--- src/rtl/bf_uart_tx_pkg.sv ---
// Shared definitions for the BF CPU UART transmit path: serializer states and
// default line timing for the iCEBreaker board.
package bf_uart_tx_pkg;

    typedef enum logic [1:0] {
        ST_IDLE  = 2'd0,
        ST_START = 2'd1,
        ST_DATA  = 2'd2,
        ST_STOP  = 2'd3
    } uart_state_t;

    localparam int DEF_CLK_HZ = 12_000_000;
    localparam int DEF_BAUD   = 115_200;

    function automatic int clks_per_bit(input int clk_hz, input int baud);
        return clk_hz / baud;
    endfunction

endpackage

--- src/rtl/bf_uart_tx_sync_fifo.sv ---
// Single-clock FIFO with first-word-fall-through read data; occupancy is kept
// as an explicit count so full/empty never need pointer comparison.
module bf_uart_tx_sync_fifo #(
    parameter int WIDTH = 8,
    parameter int DEPTH = 16
) (
    input  logic                     clk,
    input  logic                     resetn,
    input  logic                     wr_en,
    input  logic [WIDTH-1:0]         wr_data,
    input  logic                     rd_en,
    output logic [WIDTH-1:0]         rd_data,
    output logic [$clog2(DEPTH):0]   count,
    output logic                     full,
    output logic                     empty
);

    localparam int AW = $clog2(DEPTH);
    localparam int CW = AW + 1;

    logic [WIDTH-1:0] mem [DEPTH];
    logic [AW-1:0]    wr_ptr;
    logic [AW-1:0]    rd_ptr;
    logic             wr_ok;
    logic             rd_ok;

    assign full    = (count == CW'(DEPTH));
    assign empty   = (count == '0);
    assign wr_ok   = wr_en && !full;
    assign rd_ok   = rd_en && !empty;
    assign rd_data = mem[rd_ptr];

    always_ff @(posedge clk or negedge resetn) begin
        if (!resetn) begin
            wr_ptr <= '0;
            rd_ptr <= '0;
            count  <= '0;
        end else begin
            if (wr_ok) wr_ptr <= wr_ptr + AW'(1);
            if (rd_ok) rd_ptr <= rd_ptr + AW'(1);
            case ({wr_ok, rd_ok})
                2'b10:   count <= count + CW'(1);
                2'b01:   count <= count - CW'(1);
                default: count <= count;
            endcase
        end
    end

    // Storage needs no reset: entries are only readable once written.
    always_ff @(posedge clk) begin
        if (wr_ok) mem[wr_ptr] <= wr_data;
    end

endmodule

--- src/rtl/bf_uart_tx.sv ---
// UART 8N1 transmitter for the BF CPU '.' output stream: byte FIFO on the CPU
// side (valid/ready) feeding a registered-output serializer.
//
//   state | meaning
//   ------+-----------------------------------------------------------
//   IDLE  | line high, waiting for a buffered byte
//   START | start bit (low) for one bit period
//   DATA  | eight data bits, LSB first, one bit period each
//   STOP  | stop bit (high); last cycle chains straight into the next frame
module bf_uart_tx
    import bf_uart_tx_pkg::*;
#(
    parameter int CLK_HZ     = DEF_CLK_HZ,
    parameter int BAUD       = DEF_BAUD,
    parameter int FIFO_DEPTH = 16
) (
    input  logic                          clk,
    input  logic                          resetn,
    input  logic [7:0]                    in_data,
    input  logic                          in_valid,
    output logic                          in_ready,
    output logic                          tx,
    output logic                          busy,
    output logic [$clog2(FIFO_DEPTH):0]   fifo_count
);

    localparam int CPB = clks_per_bit(CLK_HZ, BAUD);
    localparam int BW  = (CPB > 1) ? $clog2(CPB) : 1;
    localparam logic [BW-1:0] BAUD_LAST = BW'(CPB - 1);

    uart_state_t state_q, state_d;
    logic [BW-1:0] baud_q, baud_d;
    logic [2:0]    bit_q, bit_d;
    logic [7:0]    shift_q, shift_d;
    logic          tx_q, tx_d;
    logic          baud_last;
    logic          push;
    logic          pop;
    logic [7:0]    fifo_rd_data;
    logic          fifo_full;
    logic          fifo_empty;

    // Ready depends only on the registered count, so a full FIFO refuses a
    // push even on the cycle it pops.
    assign in_ready  = !fifo_full;
    assign push      = in_valid && in_ready;
    assign baud_last = (baud_q == BAUD_LAST);
    assign busy      = (state_q != ST_IDLE) || !fifo_empty;
    assign tx        = tx_q;

    bf_uart_tx_sync_fifo #(
        .WIDTH (8),
        .DEPTH (FIFO_DEPTH)
    ) u_fifo (
        .clk     (clk),
        .resetn  (resetn),
        .wr_en   (push),
        .wr_data (in_data),
        .rd_en   (pop),
        .rd_data (fifo_rd_data),
        .count   (fifo_count),
        .full    (fifo_full),
        .empty   (fifo_empty)
    );

    always_comb begin
        state_d = state_q;
        baud_d  = baud_q;
        bit_d   = bit_q;
        shift_d = shift_q;
        tx_d    = tx_q;
        pop     = 1'b0;
        case (state_q)
            ST_IDLE: begin
                tx_d   = 1'b1;
                baud_d = '0;
                if (!fifo_empty) begin
                    pop     = 1'b1;
                    shift_d = fifo_rd_data;
                    tx_d    = 1'b0;
                    state_d = ST_START;
                end
            end
            ST_START: begin
                if (baud_last) begin
                    baud_d  = '0;
                    bit_d   = '0;
                    tx_d    = shift_q[0];
                    state_d = ST_DATA;
                end else begin
                    baud_d = baud_q + BW'(1);
                end
            end
            ST_DATA: begin
                if (baud_last) begin
                    baud_d = '0;
                    if (bit_q == 3'd7) begin
                        tx_d    = 1'b1;
                        state_d = ST_STOP;
                    end else begin
                        bit_d   = bit_q + 3'd1;
                        shift_d = {1'b0, shift_q[7:1]};
                        tx_d    = shift_q[1];
                    end
                end else begin
                    baud_d = baud_q + BW'(1);
                end
            end
            ST_STOP: begin
                if (baud_last) begin
                    baud_d = '0;
                    if (!fifo_empty) begin
                        pop     = 1'b1;
                        shift_d = fifo_rd_data;
                        tx_d    = 1'b0;
                        state_d = ST_START;
                    end else begin
                        state_d = ST_IDLE;
                    end
                end else begin
                    baud_d = baud_q + BW'(1);
                end
            end
            default: begin
                tx_d    = 1'b1;
                state_d = ST_IDLE;
            end
        endcase
    end

    always_ff @(posedge clk or negedge resetn) begin
        if (!resetn) begin
            state_q <= ST_IDLE;
            baud_q  <= '0;
            bit_q   <= '0;
            shift_q <= '0;
            tx_q    <= 1'b1;
        end else begin
            state_q <= state_d;
            baud_q  <= baud_d;
            bit_q   <= bit_d;
            shift_q <= shift_d;
            tx_q    <= tx_d;
        end
    end

endmodule

--- config.mk ---
export PLATFORM = sky130hd
export DESIGN_NAME = bf_uart_tx
export DESIGN_NICKNAME = d
export VERILOG_FILES = /design/src/rtl/bf_uart_tx_pkg.sv /design/src/rtl/bf_uart_tx_sync_fifo.sv /design/src/rtl/bf_uart_tx.sv
export SDC_FILE = /design/constraint.sdc
export NUM_CORES = 1
export LEC_CHECK = 0
export CORE_ASPECT_RATIO = 1.75
export CORE_MARGIN = 2
export CORE_UTILIZATION = 36
export DETAILED_ROUTE_END_ITERATION = 12
export PLACE_DENSITY = 0.59
export SETUP_SLACK_MARGIN = 0.05
export SKIP_LAST_GASP = 1
export SYNTH_ARGS = -nofsm -noshare
export SYNTH_HDL_FRONTEND = slang
export SYNTH_HIERARCHICAL = 1
export SYNTH_SLANG_ARGS = --single-unit
export TNS_END_PERCENT = 1
--- constraint.sdc ---
create_clock -name clk -period 5.9 [get_ports clk]
set_input_delay 0.59 -clock clk [delete_from_list [all_inputs] [get_ports clk]]
set_output_delay 0.59 -clock clk [all_outputs]
set_load 0.05 [all_outputs]
==> metrics.txt, run 1 <==
# TYPE chip_impl_metric gauge
chip_impl_metric{name="cell_area_placed",unit="sq mm"} 0.00738
chip_impl_metric{name="starting_density_of_the_core",unit="%"} 36.6
chip_impl_info{name="crit-reg2reg-launch",value="baud_q[3]"} 1
chip_impl_metric{name="cp_data_required_time",unit="ps"} 6210
chip_impl_metric{name="cap_violations",unit=""} 0
chip_impl_metric{name="io_buffers",unit=""} 18
chip_impl_metric{name="cts-htree-levels",unit=""} 4
chip_impl_metric{name="net-switching-power",unit="mW"} 0.768
chip_impl_metric{name="ff2ff_path_depth",unit=""} 13
chip_impl_metric{name="gr-usage-all-layers",unit="%"} 14.4
chip_impl_metric{name="fill_cells",unit=""} 1729
chip_impl_metric{name="synth_fp_nets",unit=""} 472
chip_impl_metric{name="floorplan.io_pins",unit=""} 19
chip_impl_metric{name="grt_pass1_vias",unit=""} 3898
chip_impl_info{name="cp-end-kind",value="register"} 1
chip_impl_metric{name="layout-area-overhead-vs-synth",unit="%"} 13.7
chip_impl_metric{name="fin_area",unit="sq mm"} 0.00796
chip_impl_metric{name="cts_hold_repair.buffers",unit=""} 0
chip_impl_metric{name="layout_setup_ws",unit="ps"} 2290
chip_impl_metric{name="synth-seq-area-share",unit="%"} 67.1
chip_impl_metric{name="drive_gt1_share",unit="%"} 18.6
chip_impl_metric{name="drt-wirelength-per-cell",unit="um"} 19.4
chip_impl_metric{name="synth-async-reset-ratio",unit="%"} 21.0
chip_impl_metric{name="drtIter0Drc",unit=""} 199
chip_impl_metric{name="maxClockFrequency",unit="GHz"} 0.277
chip_impl_info{name="tritoncts",value="done"} 1
chip_impl_info{name="layout_common_cells",value="sky130_fd_sc_hd__edfxtp_1, sky130_fd_sc_hd__dfrtp_1, sky130_fd_sc_hd__o21ai_0, sky130_fd_sc_hd__mux2i_1, sky130_fd_sc_hd__mux2_2"} 1
chip_impl_metric{name="report.final.slew_viol_count",unit=""} 0
chip_impl_info{name="timing.hold.worst.start",value="baud_q[0]"} 1
chip_impl_metric{name="globalplace.congestion",unit=""} 0.795
chip_impl_metric{name="die_height",unit="um"} 189
chip_impl_metric{name="synth.avg_cell_area",unit="sq um"} 15.9
chip_impl_metric{name="cts_post_setup_buffers_inserted",unit=""} 0
chip_impl_metric{name="drtPass1Iterations",unit=""} 4
chip_impl_metric{name="drc",unit=""} 0
chip_impl_metric{name="grt_antenna_before_repair",unit=""} 0
chip_impl_metric{name="timing.critical_path.buf_inv",unit=""} 1
chip_impl_metric{name="worst_skew_pair.late_latency",unit="ps"} 430
chip_impl_metric{name="pre_cts_ws",unit="ps"} 2270
chip_impl_metric{name="clock_sinks",unit=""} 162
chip_impl_metric{name="die_area",unit="sq mm"} 0.0206
chip_impl_info{name="yosys_most_used_dff",value="sky130_fd_sc_hd__edfxtp_1"} 1
chip_impl_metric{name="fin_skew",unit="ps"} 9.94
chip_impl_metric{name="core-area",unit="sq mm"} 0.0191
chip_impl_info{name="timing.rr.end",value="u_fifo/count[4]"} 1
chip_impl_metric{name="p_int",unit="mW"} 2.11
chip_impl_metric{name="finish.net_count",unit=""} 491
chip_impl_metric{name="power_density",unit="mW/mm^2"} 361
chip_impl_metric{name="syn_inst",unit=""} 441
chip_impl_metric{name="clkSlewWorstSetupHoldPaths",unit="ps"} 70
chip_impl_metric{name="setup_viol",unit=""} 0
chip_impl_info{name="cp_cell_sequence",value="or3b_4 > nor2_2 > a21oi_1 > nor3_1 > nor2b_1 > ha_1 > inv_1 > fa_1 > nor2b_1 > o21ai_0 > nand3_1 > or3b_1 > xnor2_1"} 1
chip_impl_metric{name="ir_worst_vdd",unit="mV"} 0.180
chip_impl_metric{name="cellLeakagePower",unit="nW"} 2.92
chip_impl_metric{name="clock_path_buffers",unit=""} 2
chip_impl_metric{name="totalNegativeSetupSlack",unit="ps"} 0
chip_impl_metric{name="synth_edf_count",unit=""} 128
chip_impl_metric{name="std_cell_rows",unit=""} 67
chip_impl_metric{name="power.switching_fraction",unit="%"} 26.7
chip_impl_metric{name="number_of_instances_resized_during_post_cts_repair",unit=""} 0
chip_impl_info{name="worst_path_dominant_cell_family",value="simple AND/OR/NAND/NOR gates"} 1
chip_impl_metric{name="period_minus_slack",unit="ps"} 3610
chip_impl_metric{name="chipWidth",unit="um"} 109
chip_impl_metric{name="yosys_register_bits",unit=""} 162
chip_impl_metric{name="wire_length_of_the_first_global_routing_pass",unit="um"} 21600
chip_impl_metric{name="relSlewSlack",unit="%"} 14.5
chip_impl_info{name="cp_launch_type",value="register"} 1
chip_impl_info{name="crit_type",value="reg -> reg"} 1
chip_impl_metric{name="p_seq_share",unit="%"} 49.6
chip_impl_metric{name="synth-warning-count",unit=""} 6
chip_impl_metric{name="tightest_slew",unit="ps"} 1280
chip_impl_metric{name="yosys.cell_types.count",unit=""} 49
chip_impl_metric{name="p_comb_share",unit="%"} 13.0
chip_impl_metric{name="critical-path-max-stage-delay",unit="ps"} 440
chip_impl_metric{name="routed_wirelength",unit="um"} 13800
chip_impl_metric{name="setup.reg_to_reg.worst_slack",unit="ps"} 2290
chip_impl_metric{name="via_count",unit=""} 3691
chip_impl_info{name="status",value="finished, final reports clean"} 1
chip_impl_metric{name="finalCritPeriodShare",unit="%"} 61.2
chip_impl_info{name="hold_path_end",value="baud_q[0]"} 1
chip_impl_metric{name="pwr-share-clk",unit="%"} 37.4
chip_impl_metric{name="worst-path-max-fanout",unit=""} 9
chip_impl_metric{name="route.detailed.vias_per_inst",unit=""} 5.17
chip_impl_info{name="cts_root_buf",value="sky130_fd_sc_hd__clkbuf_16"} 1
chip_impl_metric{name="cts_made_buffers",unit=""} 17
chip_impl_info{name="worstHoldPathType",value="reg -> reg"} 1
chip_impl_metric{name="final_hold_violations",unit=""} 0
chip_impl_metric{name="detail-route-antenna-nets",unit=""} 0
chip_impl_metric{name="grt_max_degree",unit=""} 35
chip_impl_metric{name="layout.area.seq",unit="sq mm"} 0.00470
chip_impl_metric{name="netlist_area",unit="sq mm"} 0.00700
chip_impl_metric{name="hpwl_dp",unit="um"} 9560
chip_impl_metric{name="worstHoldPathCells",unit=""} 1
chip_impl_metric{name="antenna_diodes",unit=""} 0
chip_impl_metric{name="multi_input_comb_area",unit="sq mm"} 0.00213
chip_impl_info{name="grt_setup_unrepaired",value="no"} 1
chip_impl_info{name="mostFrequentLayoutCell",value="sky130_fd_sc_hd__edfxtp_1"} 1
chip_impl_info{name="crit_slowest_cell",value="sky130_fd_sc_hd__dfrtp_1"} 1
chip_impl_metric{name="crit_path_arrival_time",unit="ps"} 3920
chip_impl_info{name="path_common_cell",value="sky130_fd_sc_hd__nor2b_1"} 1
chip_impl_metric{name="grt-ovfl-total",unit=""} 0
-- routing by layer --
| layer | GRT usage [%] | up-vias | share of wire (%) |
|---|---|---|---|
| met3 | 2.73 | 22 | 2.6 |
| met2 | 26.9 | 79 | 59 |
| met4 | 7.25 | 0 | 2.5 |
| met1 | 14.6 | 1875 | 36 |
| met5 | 0 | - | 0 |
| li1 | - | 1715 | - |
-- Yosys cell counts, drive strengths merged (3+ instances only) --
library cell	count	share of area [%]
edfxtp	128	55
dfrtp	33	12
mux2	25	4.1
mux2i	25	3.6
o21ai	25	1.8
nand2	24	1.3
ha	19	3.4
nor2	17	0.95
a21oi	16	1.3
mux4	16	5.1
buf	15	1.8
inv	13	0.70
nor3	10	0.71
xnor2	9	1.1
a221oi	8	1.0
a22oi	8	0.86
clkbuf	6	0.32
a22o	5	0.63
nand3	5	0.36
nor2b	5	0.45
xor2	5	0.63
nand2b	3	0.27
-- power groups by stage --
stage / sequential [mW] / clock (mW) / combinational, mW
final: 1.43 / 1.08 / 0.374
after detailed placement: 1.45 / 0 / 0.379
after global placement: 1.44 / 0 / 0.370
after global routing: 1.44 / 1.15 / 0.411
after floorplan: 1.47 / 0 / 0.208
after CTS: 1.43 / 1.10 / 0.380
-- state kept, by name, summed over array words and instances (netlist names) --
signal         flops
baud_q             7
bit_q              3
shift_q            8
state_q            2
tx                 1
u_fifo/count       5
u_fifo/mem       128
u_fifo/rd_ptr      4
u_fifo/wr_ptr      4
-- cell families (layout without fill, tap and decap cells) --
kind of cell	Yosys count	in the layout	synth area share [%]
xor+xnor	14	14	1.75
compound gates	68	68	6.34
buf+inv	34	66	2.86
simple gates	77	77	5.52
mux	66	66	12.8
fa+ha+maj	20	20	3.68
flops	162	162	67.1
-- worst max path at each step --
stage	from	end	slack, ps	cells after the start
3_5_place_dp	baud_q[3]	u_fifo/count[4]	2270	13
6_report	baud_q[3]	u_fifo/count[4]	2290	13
3_3_place_gp	baud_q[3]	u_fifo/count[4]	2420	13
4_1_cts	baud_q[3]	u_fifo/count[4]	2250	13
2_1_floorplan	baud_q[3]	u_fifo/count[4]	2810	14
5_1_grt	baud_q[0]	u_fifo/count[4]	1990	14
-- final cells by class --
cell class              instances  area share [%]
flip-flops and latches        162            59.0
multi-input cells             245            26.7
clock buffers                  17            5.34
well taps                     241            3.79
repair buffers                 21            2.55
clock inverters                15            1.98
inverters                      13           0.613
-- stage by stage --
stage / total power [mW] / cells / hold slack (ps) / utilization [%]
after floorplan: 1.68 / 441 / 294 / -
after global placement: 1.81 / 682 / 447 / 38.6
after detailed placement: 1.83 / 682 / 462 / 38.6
after CTS: 2.91 / 714 / 471 / 41.6
after global routing: 3.00 / 714 / 512 / 41.6
final: 2.88 / 714 / 468 / 41.6
-- worst register-to-register path, stage by stage (launching register included) --
cell,delay [ps]
sky130_fd_sc_hd__dfrtp_1,440
sky130_fd_sc_hd__or3b_4,430
sky130_fd_sc_hd__nor2_2,290
sky130_fd_sc_hd__a21oi_1,120
sky130_fd_sc_hd__nor3_1,140
sky130_fd_sc_hd__nor2b_1,430
sky130_fd_sc_hd__ha_1,330
sky130_fd_sc_hd__inv_1,110
sky130_fd_sc_hd__fa_1,410
sky130_fd_sc_hd__nor2b_1,120
sky130_fd_sc_hd__o21ai_0,110
sky130_fd_sc_hd__nand3_1,90
sky130_fd_sc_hd__or3b_1,360
sky130_fd_sc_hd__xnor2_1,130
(Power assumes the default switching activity.)
==> inputs of run 2 (changes only) <==
Settings changed: PLACE_DENSITY 0.59 to 0.61.
Clock period 5.9 ns to 3.1 ns, I/O delays scaled along.
==> metrics.txt, run 2 (synthesis results as in run 1) <==
# TYPE chip_impl_metric gauge
chip_impl_metric{name="period_minus_slack",unit="ps"} 2820
chip_impl_metric{name="chipWidth",unit="um"} 109
chip_impl_metric{name="worst-path-max-fanout",unit=""} 7
chip_impl_info{name="crit_type",value="reg -> reg"} 1
chip_impl_metric{name="cellLeakagePower",unit="nW"} 3.07
chip_impl_metric{name="setup.reg_to_reg.worst_slack",unit="ps"} 280
chip_impl_metric{name="worst_skew_pair.late_latency",unit="ps"} 420
chip_impl_metric{name="p_comb_share",unit="%"} 13.6
chip_impl_metric{name="drt-wirelength-per-cell",unit="um"} 18.5
chip_impl_info{name="layout_common_cells",value="sky130_fd_sc_hd__edfxtp_1, sky130_fd_sc_hd__dfrtp_1, sky130_fd_sc_hd__o21ai_0, sky130_fd_sc_hd__mux2i_1"} 1
chip_impl_info{name="largest_registers",value="u_fifo/mem x128, shift_q x8, baud_q x7"} 1
chip_impl_info{name="timing.rr.end",value="u_fifo/count[4]"} 1
chip_impl_metric{name="layout.cells.non_filler",unit=""} 737
chip_impl_metric{name="ir_worst_vdd",unit="mV"} 0.345
chip_impl_metric{name="numPlacedInstances",unit=""} 704
chip_impl_metric{name="core-area",unit="sq mm"} 0.0191
chip_impl_metric{name="maxClockFrequency",unit="GHz"} 0.354
chip_impl_metric{name="cts-htree-levels",unit=""} 4
chip_impl_metric{name="tightest_slew",unit="ps"} 809
chip_impl_metric{name="starting_density_of_the_core",unit="%"} 36.6
chip_impl_info{name="tritoncts",value="done"} 1
chip_impl_metric{name="route.detailed.vias_per_inst",unit=""} 5.11
chip_impl_metric{name="total_length_of_routed_met2_wires",unit="um"} 8130
chip_impl_metric{name="grt-ovfl-total",unit=""} 0
chip_impl_info{name="cp_launch_type",value="register"} 1
chip_impl_metric{name="timing.critical_path.buf_inv",unit=""} 0
chip_impl_metric{name="largest_register_ffs",unit=""} 128
chip_impl_metric{name="power_density",unit="mW/mm^2"} 686
chip_impl_metric{name="clock_path_buffers",unit=""} 2
chip_impl_info{name="maxUsedRoutingLayer",value="met4"} 1
chip_impl_info{name="grt_setup_unrepaired",value="no"} 1
chip_impl_metric{name="crit_cells",unit=""} 11
chip_impl_metric{name="cp_data_required_time",unit="ps"} 3400
chip_impl_metric{name="clkSlewWorstSetupHoldPaths",unit="ps"} 70
chip_impl_metric{name="p_int",unit="mW"} 4.15
chip_impl_metric{name="antenna_diodes",unit=""} 0
chip_impl_metric{name="hpwl_dp",unit="um"} 9780
chip_impl_metric{name="setup_viol",unit=""} 0
chip_impl_info{name="cp-end-kind",value="register"} 1
chip_impl_metric{name="drtPass1Iterations",unit=""} 4
chip_impl_metric{name="ff2ff_path_depth",unit=""} 11
chip_impl_metric{name="std_cell_rows",unit=""} 67
chip_impl_metric{name="layout.area.seq",unit="sq mm"} 0.00470
chip_impl_info{name="worst_path_dominant_cell_family",value="simple AND/OR/NAND/NOR gates"} 1
chip_impl_metric{name="routed_wirelength",unit="um"} 13600
chip_impl_metric{name="drive_gt1_share",unit="%"} 22.8
chip_impl_info{name="cp_cell_sequence",value="nor4_2 > and2b_2 > nor3_2 > nor2b_4 > ha_4 > ha_1 > nor2b_1 > o21ai_0 > a21oi_1 > or3b_1 > xnor2_1"} 1
chip_impl_metric{name="report.final.slew_viol_count",unit=""} 0
chip_impl_metric{name="cts_post_setup_buffers_inserted",unit=""} 0
chip_impl_metric{name="p_seq_share",unit="%"} 48.0
chip_impl_metric{name="net-switching-power",unit="mW"} 1.47
chip_impl_metric{name="power.switching_fraction",unit="%"} 26.1
chip_impl_metric{name="drtIter0Drc",unit=""} 214
chip_impl_metric{name="totalNegativeSetupSlack",unit="ps"} 0
chip_impl_metric{name="finalCritPeriodShare",unit="%"} 91.0
chip_impl_metric{name="final_hold_violations",unit=""} 0
chip_impl_info{name="cts_root_buf",value="sky130_fd_sc_hd__clkbuf_16"} 1
chip_impl_metric{name="met3_length",unit="um"} 279
chip_impl_metric{name="drc",unit=""} 0
chip_impl_metric{name="gr-usage-all-layers",unit="%"} 14.2
chip_impl_metric{name="die_height",unit="um"} 189
chip_impl_metric{name="globalplace.congestion",unit=""} 0.834
chip_impl_metric{name="io_buffers",unit=""} 18
chip_impl_metric{name="die_area",unit="sq mm"} 0.0206
chip_impl_metric{name="finish.net_count",unit=""} 514
chip_impl_info{name="top_register",value="u_fifo/mem"} 1
chip_impl_metric{name="floorplan.io_pins",unit=""} 19
chip_impl_info{name="crit-reg2reg-launch",value="u_fifo/count[0]"} 1
chip_impl_metric{name="grt_max_degree",unit=""} 46
chip_impl_metric{name="via_count",unit=""} 3764
chip_impl_info{name="crit_slowest_cell",value="sky130_fd_sc_hd__dfrtp_1"} 1
chip_impl_metric{name="sum_of_routed_wire_segments_on_met1",unit="um"} 4920
chip_impl_metric{name="relSlewSlack",unit="%"} 46.0
chip_impl_metric{name="clock_sinks",unit=""} 162
chip_impl_metric{name="cts_made_buffers",unit=""} 17
chip_impl_info{name="crit_path_start",value="u_fifo/count[0]"} 1
chip_impl_metric{name="detail-route-antenna-nets",unit=""} 0
chip_impl_info{name="endpoint",value="u_fifo/count[4]"} 1
chip_impl_metric{name="pwr-share-clk",unit="%"} 38.4
chip_impl_metric{name="layout-area-overhead-vs-synth",unit="%"} 17.0
chip_impl_info{name="mostFrequentLayoutCell",value="sky130_fd_sc_hd__edfxtp_1"} 1
chip_impl_info{name="status",value="finished, final reports clean"} 1
chip_impl_metric{name="grt_antenna_before_repair",unit=""} 0
chip_impl_metric{name="fill_cells",unit=""} 1716
chip_impl_metric{name="crit_path_arrival_time",unit="ps"} 3120
chip_impl_metric{name="fin_skew",unit="ps"} 10.4
chip_impl_metric{name="critical-path-max-stage-delay",unit="ps"} 440
chip_impl_metric{name="multi_input_comb_area",unit="sq mm"} 0.00215
chip_impl_metric{name="wire_length_of_the_first_global_routing_pass",unit="um"} 21300
chip_impl_metric{name="grt_pass1_vias",unit=""} 3906
chip_impl_info{name="worstHoldPathType",value="reg -> reg"} 1
chip_impl_metric{name="cap_violations",unit=""} 0
[run 2: layer usage]
layer | global-route usage, % | vias to the layer above
li1 | - | 1766
met1 | 14.4 | 1922
met2 | 27.1 | 56
met3 | 2.53 | 20
met4 | 6.28 | 0
met5 | 0 | -
[run 2: final cells by class]
type	instances	area share, %
clock buffers	17	5.19
multi-input cells	245	26.2
repair buffers	44	4.70
well taps	241	3.68
inverters	13	0.595
clock inverters	15	2.35
flip-flops and latches	162	57.3
[run 2: power by group through the flow]
stage	Clock, mW	Sequential [mW]	Combinational, mW
global placement	0	2.73	0.744
floorplan	0	2.80	0.395
CTS	2.20	2.70	0.769
detailed placement	0	2.74	0.764
finish	2.16	2.70	0.767
global route	2.30	2.72	0.835
[run 2: worst min-delay path by stage]
stage               startpoint         endpoint  slack (ps)  cells past startpoint
CTS                  baud_q[0]        baud_q[0]         460                      1
global placement        resetn  u_fifo/count[4]         440                      1
detailed placement      resetn  u_fifo/count[4]         450                      1
floorplan               resetn        baud_q[0]          10                      0
finish               baud_q[0]        baud_q[0]         460                      1
global route         baud_q[0]        baud_q[0]         490                      1
[run 2: worst reg2reg max path: cells and delay by family (launching register included)]
| family | cells | cell delay (ps) |
|---|---|---|
| and+or+nand+nor | 6 | 1350 |
| adders and majority gates | 2 | 480 |
| DFF | 1 | 440 |
| AOI/OAI and AO/OA | 2 | 310 |
| xor gates and xnor gates | 1 | 130 |
[run 2: repair_timing]
item,CTS,global route
setup endpoints to repair,0,1
hold buffers,1,0
resized for setup,0,8
endpoints found under the hold margin,12,0
[run 2: through the flow]
step	setup slack (ps)	area [sq um]	hold WS, ps	power, mW	utilization [%]
detailed placement	69.6	7530	453	3.51	39.4
CTS	52.9	8160	463	5.67	42.7
global route	103	8200	487	5.85	42.9
global placement	155	7530	439	3.47	39.4
finish	279	8200	461	5.62	42.9
floorplan	65.7	7010	14.4	3.19	-
